## src/rtl/mux_n1_reg.sv

```systemverilog
// mux_n1_reg: N-to-1 mux into a one-entry output register.
// The channel is chosen by explicit select (MODE=0) or by round-robin arbitration (MODE=1).
module mux_n1_reg #(
  parameter int WIDTH = 5,
  parameter int NUM_IN = 4,
  parameter int MODE = 0,
  localparam int SEL_W = (NUM_IN > 2) ? $clog2(NUM_IN) : 1
) (
  input  logic                    Clk_,
  input  logic                    Rst_,
  input  logic [NUM_IN*WIDTH-1:0] InpData_,
  input  logic [NUM_IN-1:0]       InpValid_,
  output logic [NUM_IN-1:0]       InpReady_,
  input  logic [SEL_W-1:0]        Sel_,
  output logic [WIDTH-1:0]        Out_,
  output logic                    OutValid_,
  input  logic                    OutReady_,
  output logic [SEL_W-1:0]        Grant_
);
  logic [WIDTH-1:0] out_q, out_d, din;
  logic vld_q, vld_d;
  logic [SEL_W-1:0] grant_q, grant_d, ptr_q, ptr_d, cand;
  logic [NUM_IN-1:0] rot;
  logic [SEL_W:0] sum;
  logic found, space, xfer;
  // rot holds the valids rotated so that bit 0 is the channel at Ptr
  always_comb begin
    rot = NUM_IN'({InpValid_, InpValid_} >> ptr_q);
    cand = '0;
    found = 1'b0;
    sum = '0;
    if (MODE == 0) begin
      cand = Sel_;
      found = {1'b0, Sel_} < (SEL_W+1)'(NUM_IN);
    end else begin
      for (int i = 0; i < NUM_IN; i++) begin
        if (!found && rot[i]) begin
          found = 1'b1;
          sum = (SEL_W+1)'(ptr_q) + (SEL_W+1)'(i);
          cand = (sum >= (SEL_W+1)'(NUM_IN)) ? SEL_W'(sum - (SEL_W+1)'(NUM_IN)) : SEL_W'(sum);
        end
      end
    end
    // during reset the register is treated as empty for the ready computation
    space = !Rst_ | !vld_q | OutReady_;
    InpReady_ = (found && space) ? NUM_IN'(1) << cand : '0;
    xfer = |(InpReady_ & InpValid_);
    din = '0;
    for (int i = 0; i < NUM_IN; i++)
      if (cand == SEL_W'(i)) din = InpData_[i*WIDTH +: WIDTH];
    vld_d = xfer | (vld_q & !OutReady_);
    out_d = xfer ? din : out_q;
    grant_d = xfer ? cand : grant_q;
    ptr_d = (MODE == 1 && xfer) ? ((cand == SEL_W'(NUM_IN-1)) ? '0 : cand + 1'b1) : ptr_q;
  end
  always_ff @(posedge Clk_) begin
    if (!Rst_) begin
      out_q <= '0;
      vld_q <= 1'b0;
      grant_q <= '0;
      ptr_q <= '0;
    end else begin
      out_q <= out_d;
      vld_q <= vld_d;
      grant_q <= grant_d;
      ptr_q <= ptr_d;
    end
  end
  assign Out_ = out_q;
  assign OutValid_ = vld_q;
  assign Grant_ = grant_q;
endmodule

```

## config.mk

```make
export PLATFORM = sky130hd
export DESIGN_NAME = mux_n1_reg
export DESIGN_NICKNAME = d
export VERILOG_FILES = /design/src/rtl/mux_n1_reg.sv
export SDC_FILE = /design/constraint.sdc
export NUM_CORES = 1
export LEC_CHECK = 0
export ABC_AREA = 1
export BUFFER_PORTS_ARGS = -buffer_cell sky130_fd_sc_hd__buf_4
export CAP_MARGIN = 20
export CORE_MARGIN = 3
export CORE_UTILIZATION = 41
export CTS_CLUSTER_SIZE = 40
export DETAILED_ROUTE_END_ITERATION = 10
export PLACE_DENSITY = 0.88
export SYNTH_ARGS = -nofsm -noshare
export SYNTH_HDL_FRONTEND = slang
export SYNTH_SLANG_ARGS = --single-unit
```

## constraint.sdc

```tcl
create_clock -name Clk_ -period 2.6 [get_ports Clk_]
set_input_delay 0.52 -clock Clk_ [delete_from_list [all_inputs] [get_ports Clk_]]
set_output_delay 0.52 -clock Clk_ [all_outputs]
set_load 0.1 [all_outputs]
```

## Yosys cells after proc, flatten, opt, wreduce, memory -nomap -nowiden

Index checks and enable logic that the tools add are counted.

- Eq/ne operators: 3
- Shift-type cells: 1
- Muxes and demuxes: 5
- Bitwise gates (word level): 5
- Reductions and logical operators: 5

Operators with widths:

| cell | number |
|---|---|
| $mux 5 | 4 |
| $and 4x4->4 | 1 |
| $eq 2x2->1 const B | 2 |
| $mux 4 | 1 |
| $reduce_or 4->1 | 1 |
| $shl 1x2->4 const A | 1 |
| $logic_not 1->1 | 3 |
| $or 1x1->1 | 3 |
| $eq 2x1->1 const B | 1 |
| $logic_not 2->1 | 1 |
| $and 1x1->1 | 1 |

- Register bits after elaboration: 8
- Bits of input ports: 29
- Output and inout bits: 12

## Logic depth before layout (Yosys ltp)

Gate-level depths: netlist of the first run.

- Word-level depth: 7
- Mapped depth: 9

## Worst setup path before layout of the first run

OpenSTA, ideal clock, no wires.

- Path type: reg-to-output
- Start point: register vld_q, in the netlist OutValid_
- End point: output port InpReady_[0]
- Data arrival time: 3,056 ps
- Slack: -976 ps
- Cell stages (with the launch flop): 4
- Cell sequence: dfxtp_1 -> nand3_2 -> inv_1 -> nor3_1

- Word-level cells in the longest chain between the ends: 4

Ends and longest elaborated chain:

| what | line | source |
|---|---|---|
| from (decl) | 21 | `logic vld_q, vld_d;` |
| from (signal assigned) | 64 | `vld_q <= vld_d;` |
| $logic_not 1->1 | 45 | `space = !Rst_ \| !vld_q \| OutReady_;` |
| $or 1x1->1 (2 in series) | 45 |  |
| $mux 4 | 46 | `InpReady_ = (found && space) ? NUM_IN'(1) << cand : '0;` |
| to (decl) | 13 | `output logic [NUM_IN-1:0] InpReady_,` |

Every way passes these cells.

## Worst setup path in the final report of the first run

- Start point: input port Rst_
- End point: output port InpReady_[0]

- Word-level cells in the longest chain between the ends: 4

Ends and longest elaborated chain:

| what | line | source |
|---|---|---|
| from (decl) | 10 | `input logic Rst_,` |
| $logic_not 1->1 | -- |  |
| $or 1x1->1 (2 in series) | 45 |  |
| $mux 4 | 46 |  |

Every way passes these cells.

==> impl_summary.md, run 1 <==
Global routing
In the global route stage, met2 resource usage came out at 35.56%. The initial antenna violation count is 0. Entering global routing, the biggest net connects 14 pins. For this run the aggregate overflow at the end of global routing stands at 0.

Global routing consumed, over all layers together, 20.03% of the routing resources. The global-route wire length before repair is 2732 um. For met3 alone, demand over resource in global routing was 5.150%. The number of global-route vias before repair is 692. Global routing used 21.28% of the available met1 tracks. The layer with the highest usage after global routing is met2.

Die
The region available for standard cell placement spans 1186 sq um. The height of the die is 42.60 um. The number of top-level pins is 41.

The effective utilization at floorplan is 46.31%. The overall die width is 42.60 um. The overall die area is 1815 sq um. The floorplan has 12 rows.

Logic synthesis
Counting flops with an async set or reset pin after synthesis yields a share of 0%. The synthesis-stage register bit count is 8. Ranked by total cell area, the synthesized netlist is headed by sky130_fd_sc_hd__dfxtp_1, sky130_fd_sc_hd__nand2_1, sky130_fd_sc_hd__nor2_1, sky130_fd_sc_hd__inv_1, sky130_fd_sc_hd__nand2_2. The yosys synthesis warning count is 0. The count of mapped cells out of synthesis is 91. Sorting the synthesized cells by how often they occur yields sky130_fd_sc_hd__nand2_1, sky130_fd_sc_hd__nor2_1, sky130_fd_sc_hd__inv_1, sky130_fd_sc_hd__dfxtp_1.

The biggest area contributor in the post-synthesis netlist is sky130_fd_sc_hd__dfxtp_1. For this run, the leading register cell type out of synthesis is sky130_fd_sc_hd__dfxtp_1. The share of synthesized area occupied by flip-flops and latches is 29.16%. Synthesis produced a netlist with a net count of 120. Each instance of the synthesized netlist takes up on average 6.036 sq um.

Yosys mapped a number of flops with a built-in enable equal to 0. In this run the cell area of the synthesized design comes to 549.3 sq um. In this run the biggest area consumer among cell types represents 29.16% of the synthesized area. In this run, distinct cell masters in the synthesized netlist total 16.

The most frequent cell after synthesis is sky130_fd_sc_hd__nand2_1.

Timing
The achievable clock frequency is 529.8 MHz. The portion of the clock cycle consumed by the worst path in the final layout is 72.60%. The total count of max-transition violations in the final report is 0. The final hold violation count is 0. The total setup violations reported at the end of the flow is 0.

Setup repair after global routing left no endpoint under its margin. For the pin with the worst max-slew slack, the measured transition is 0.5020 ns. Adding up every negative setup slack in the final design gives 0 ns.

The worst path setup slack after routing is 0.7125 ns. Subtracting the final worst setup slack from the clock period gives 1.888 ns. In this run the tightest slew margin relative to its limit is 66.41%. The final setup skew is 0.0001733 ns.

Detailed routing
The first routing iteration left 10 violations. The per-cell routed wire length is 11.46 um. The total detailed-routing wirelength is 1673 um. In the routed design, unresolved DRC markers number 0. Detailed routing inserted a total of 696 vias. The remaining antenna violation count after routing is 0. Dividing the detail-routed via count by the number of cells gives 4.767. The first detailed-routing pass ran for 4 iterations.

CTS
TritonCTS built the clock tree. The later pin in the worst-skew pair is clocked with a latency of 0.25 ns. Hold repair after CTS inserted 0 buffers. The root buffer cell is sky130_fd_sc_hd__clkbuf_4. Clock tree synthesis found a total of 8 sinks. TritonCTS created 3 clock buffers. After clock tree synthesis, the clock-pin slew on the worst setup and hold paths is 0.05 ns. In this run, post-CTS repair resized a total of 0 instances. No sink is reached through more buffers than the 2 on the longest clock path. The number of setup buffers added after CTS is 0. In this run the number of H-tree levels came out at 1.

Worst hold path
The worst hold path class is flip-flop to flip-flop.

Worst setup path
The critical path in this run is classified as primary input to output pin. For the worst setup path, the data required time is 2.08 ns. The worst setup path is launched from a primary input.

Of all nets on the critical path, the largest fanout is 9. The worst setup path is captured at an output pin. The endpoint arrival time on the critical path is 1.37 ns.

The setup slack on the worst flop-to-flop path is 1.27 ns.

Place
Before CTS, the worst setup slack after placement is 0.7100 ns. The last weighted congestion value of the routability-driven placer is 0.7675. Once placement completed, the tool counted placed cells totaling 143. Port buffering added 40 buffers. The post-detailed-placement half-perimeter wirelength is 1314 um.

Pwr
The maximum resistive drop on vdd is 420.4 uV. The total power per unit cell area is 555.5 nW/um^2. The leakage power is 0.4804 nW.

Finish
Excluding fillers, the count of instances in the completed layout stands at 146. The antenna diode instance count is 0. Of the cells placed in the final design, the portion with a size suffix greater than 1 is 46.21%. The final layout net count is 163. The growth of design area from synthesis to finish is 61.73%.

Run
The tool flagged a number of max-cap violations equal to 0.

Status
The flow ran to the end, and the final reports show no timing, DRC or antenna violations.
stage by stage:
| step | util, % | hold WS, ns | power [mW] | cell area [sq um] |
|---|---|---|---|---|
| final | 74.89 | 0.4524 | 0.4935 | 888.4 |
| after global routing | 74.89 | 0.4926 | 0.5218 | 888.4 |
| after CTS | 74.89 | 0.4552 | 0.4948 | 888.4 |
| after detailed placement | 73.00 | 0.4449 | 0.4017 | 865.8 |
| after global placement | 73.00 | 0.4379 | 0.3995 | 865.8 |
| after floorplan | - | 0.6549 | 0.3334 | 566.8 |
path summary, 6_finish.rpt:
kind / cells after the start / from / to
worst max-delay path: 5 / Rst_ / InpReady_[0]
worst min-delay path: 2 / Grant_[1] / Grant_[1]
worst max register to register: 7 / OutValid_ / Out_[2]
worst min register to register: 2 / Grant_[1] / Grant_[1]
cell type report:
| type | instances | area (sq um) |
|---|---|---|
| multi-input cells | 69 | 342.8 |
| inverters | 12 | 45.04 |
| flip-flops and latches | 8 | 160.2 |
| well taps | 14 | 17.52 |
| repair buffers | 40 | 300.3 |
| clock buffers | 3 | 22.52 |
| fillers | 99 | 297.8 |
critical path, cell delays in order:
cell and delay, ns:
sky130_fd_sc_hd__buf_4 0.14, sky130_fd_sc_hd__nand3_2 0.14, sky130_fd_sc_hd__inv_1 0.13, sky130_fd_sc_hd__nor3_2 0.12, sky130_fd_sc_hd__buf_4 0.31
state kept, by name (all words and copies together) (netlist names):
signal	cells
Out_	5
Grant_	2
OutValid_	1
power breakdown:
part / leakage, nW / internal (mW) / switching, mW
registers: 0.0664 / 0.137 / 0.00775
logic: 0.400 / 0.0719 / 0.184
clock network: 0.0138 / 0.0527 / 0.0403
total: 0.480 / 0.261 / 0.232
cells by family after synthesis:
kind of cell	count (synthesis)	synth area share [%]
flip-flops	8	29.16
buffers and inverters	14	11.62
AO/OA/AOI/OAI	2	1.821
AND/OR/NAND/NOR	67	57.40
routing by layer:
layer | part of all wire, % | wire length, um
met5 | 0 | 0
met4 | 1.1 | 18
met3 | 8.4 | 140
met2 | 51 | 850
met1 | 40 | 664
placed cells by master, fill, tap and decap left out:
cell type / synthesis / layout
sky130_fd_sc_hd__nor2_4: 1 / 1
sky130_fd_sc_hd__nor2_1: 14 / 13
sky130_fd_sc_hd__nand2_1: 31 / 31
sky130_fd_sc_hd__nor3_2: 0 / 3
sky130_fd_sc_hd__buf_4: 1 / 40
sky130_fd_sc_hd__o21ai_0: 1 / 1
sky130_fd_sc_hd__nand4_1: 5 / 5
sky130_fd_sc_hd__nor2_2: 2 / 3
sky130_fd_sc_hd__nand2_2: 5 / 5
sky130_fd_sc_hd__a21oi_1: 1 / 1
sky130_fd_sc_hd__inv_1: 9 / 9
sky130_fd_sc_hd__nand3_2: 3 / 3
sky130_fd_sc_hd__inv_2: 3 / 3
sky130_fd_sc_hd__clkbuf_4: 0 / 3
sky130_fd_sc_hd__nand3_1: 3 / 3
sky130_fd_sc_hd__dfxtp_1: 8 / 8
No activity file was read; power rests on OpenSTA's default activity.
==> run 2, diff against run 1 <==
Settings changed: CORE_UTILIZATION 41 to 38, PLACE_DENSITY 0.88 to 0.82.
Clock period 2.6 ns to 1.9 ns, I/O delays scaled along.
==> run 2 against run 1 <==
  * Cell count is 2.1% higher
  * Hold slack worse by 0.047 ns
  * Worst setup slack worse by 0.63 ns
  * Flip-flop and latch count stayed put
  * Combinational power is 41% higher
  * Sequential power is 37% higher
  * Wire length is 4.8% higher
  * Global-route usage is 0.099 points higher
  * Highest routed layer unchanged
==> impl_summary.md, run 2 (same netlist as run 1, synthesis figures left out) <==
Pwr
The combinational share of power is 50.6% (-1.3 points). The part of the total power dissipated in sequential elements is 27.7% (-1.5 points). The maximum resistive drop on vdd is 409.9 uV (-2.5%). The internal cell power was 370.7 uW (+42%). The switching power is 341.0 uW (+47%). The overall power after layout is 711.7 uW (+44%). The leakage power was 0.4842 nW (+0.78%). The total power per unit cell area is 757.5 nW/um^2 (+36%). The clock power share is 21.6% (+2.7 points).

The switching part of the total is 47.91% (+0.82 points).

Die
The core region area is 1334 sq um (+12%). The height of the die is 44.02 um (+3.3%). The effective utilization at floorplan is 41.18% (-5.1 points). The total number of placement rows is 13 (+1). The number of top-level pins came to 41 (unchanged). The overall die width is 44.02 um (+3.3%).

The overall die area was 1938 sq um (+6.8%).

CTS
The tree is rooted in a sky130_fd_sc_hd__clkbuf_4. The total clock buffers created by CTS is 3 (unchanged). The post-cts resize count is 0 (unchanged).

The number of setup buffers added after CTS is 0 (unchanged). The number of clock sinks seen by CTS is 8 (unchanged). The maximum level of the CTS H-tree is 1 (unchanged). The cts-stage hold buffer count is 0 (unchanged). The number of buffers between clock root and the deepest sink is 2 (unchanged). The clock insertion delay at the later pin of the skew report is 0.27 ns (+0.02 ns). TritonCTS built the clock tree.

The clock-pin slew on the worst setup and hold paths is 0.07 ns (+0.02 ns).

Timing
The total count of max-transition violations in the final report is 0 (unchanged). The final hold violation count came to 0 (unchanged). The minimum hold slack came to 0.4056 ns (-0.04677 ns). The worst-margin pin slew is 0.3226 ns (-0.1794 ns). The portion of the clock cycle consumed by the worst path in the final layout is 95.74%. Setup repair after global routing left no endpoint under its margin. The worst slew slack as a fraction of its limit came to 78.44% (+12 points). The total setup violations reported at the end of the flow is 0 (unchanged). Derived from the worst setup path, the maximum achievable clock frequency is 549.7 MHz. The final setup skew is 0.01127 ns (+0.01110 ns). The shortest period the worst path allows is 1.819 ns.

Finish
The growth of design area from synthesis to finish is 71.07%. The top cell types in the final layout, fill and taps aside, are sky130_fd_sc_hd__buf_4, sky130_fd_sc_hd__nand2_1, sky130_fd_sc_hd__nor2_1, sky130_fd_sc_hd__inv_1, sky130_fd_sc_hd__dfxtp_1. The fraction of final layout cells with drive strength greater than 1 was 47.76% (+1.5 points). The count of placed standard cells in the final layout, fillers left out was 149 (+2.1%). The final layout net count came to 164 (+0.61%).

The most common cell after layout, fill and taps aside is sky130_fd_sc_hd__buf_4. The cell area after layout came to 939.7 sq um (+5.8%). The antenna diode instance count is 0 (unchanged). The number of flip-flops under the largest register name is 5 (unchanged).

Place
The post-detailed-placement half-perimeter wirelength was 1393 um (+6.0%). The last weighted congestion value of the routability-driven placer is 0.7759 (+1.1%). The number of cells after detailed placement is 145 (+1.4%).

The placed instance area was 913.4 sq um (+5.5%). The total of buffers placed on input and output ports is 40 (unchanged).

Global routing
The total overflow reported by the global router is 0 (unchanged). The global-route wire length before repair is 2780 um (+1.8%). The number of global-route vias before repair is 644 (-6.9%). The combined global-route utilization of all metal layers came to 20.13% (+0.099 points). The pin count of the biggest net entering global routing came to 14 (unchanged). The initial antenna violation count came to 0 (unchanged).

Run
The reported max-cap violation count is 0 (unchanged).

Worst setup path
The highest net fanout along the worst path is 6 (-3). The kind of end point of the critical path is an output pin. STA classifies the critical path startpoint as a flip-flop. The required time at the endpoint of the critical path is 1.52 ns (-0.56 ns).

The critical path is of the flip-flop to output pin type. The endpoint arrival time on the critical path is 1.44 ns (+0.07 ns).

Detailed routing
The per-cell routed wire length came to 11.77 um (+2.7%). The count of routing violations after the opening detailed-route iteration is 12 (+2). The routed via count divided by cell count was 4.705 (-1.3%). The vias after detailed routing is 701 (+0.72%). The number of detailed-route iterations in the first pass is 5 (+1). The total detailed-routing wirelength is 1753 um (+4.8%).

The DRC violation count after routing was 0 (unchanged). The remaining antenna violation count after routing is 0 (unchanged).

Worst hold path
The worst hold path class is primary input to flip-flop.

Status
The run finished with clean final reports.
run 2: worst paths after layout:
kind | endpoint | from | cells after the start | slack, ns
worst min-delay path | Out_[4] | Rst_ | 3 | 0.41
worst max register to register | Out_[3] | OutValid_ | 7 | 0.63
worst max-delay path | InpReady_[0] | OutValid_ | 4 | 0.08
worst min register to register | Grant_[1] | Grant_[1] | 2 | 0.46
run 2: critical path: stages (launching register included):
cell and delay [ns]:
sky130_fd_sc_hd__dfxtp_4 0.35, sky130_fd_sc_hd__nand3_4 0.11, sky130_fd_sc_hd__clkinvlp_4 0.20, sky130_fd_sc_hd__nor3_4 0.19, sky130_fd_sc_hd__buf_4 0.30
run 2: power by group through the flow:
stage          sequential, mW  clock, mW  combinational, mW
3_5_place_dp            0.201          0              0.363
2_1_floorplan           0.333          0              0.132
5_1_grt                 0.199      0.162              0.381
4_1_cts                 0.197      0.158              0.363
6_report                0.197      0.154              0.360
3_3_place_gp            0.200          0              0.358
run 2: cell type report:
class                           count  area [sq um]
Fill cell                         114         394.1
Multi-Input combinational cell     69         374.1
Tap cell                           15         18.77
Timing Repair Buffer               41         307.8
Inverter                           12         48.80
Sequential cell                     8         163.9
Clock buffer                        4         26.28
run 2: layer usage:
layer | track usage [%] | up-vias | wire, um
met3 | 3.659 | 5 | 144
met5 | 0 | - | 0
met2 | 33.43 | 31 | 874
met1 | 22.94 | 296 | 683
met4 | 14.46 | 0 | 50
li1 | - | 369 | -
run 2: metrics by stage:
step / setup TNS [ns] / util, % / setup WS [ns]
after CTS: 0 / 70.45 / 0.06617
after detailed placement: 0 / 68.48 / 0.1756
after global placement: 0 / 68.48 / 0.1951
after global routing: 0 / 70.45 / 0.03838
final: 0 / 70.45 / 0.08093
after floorplan: -0.1650 / - / -0.08503
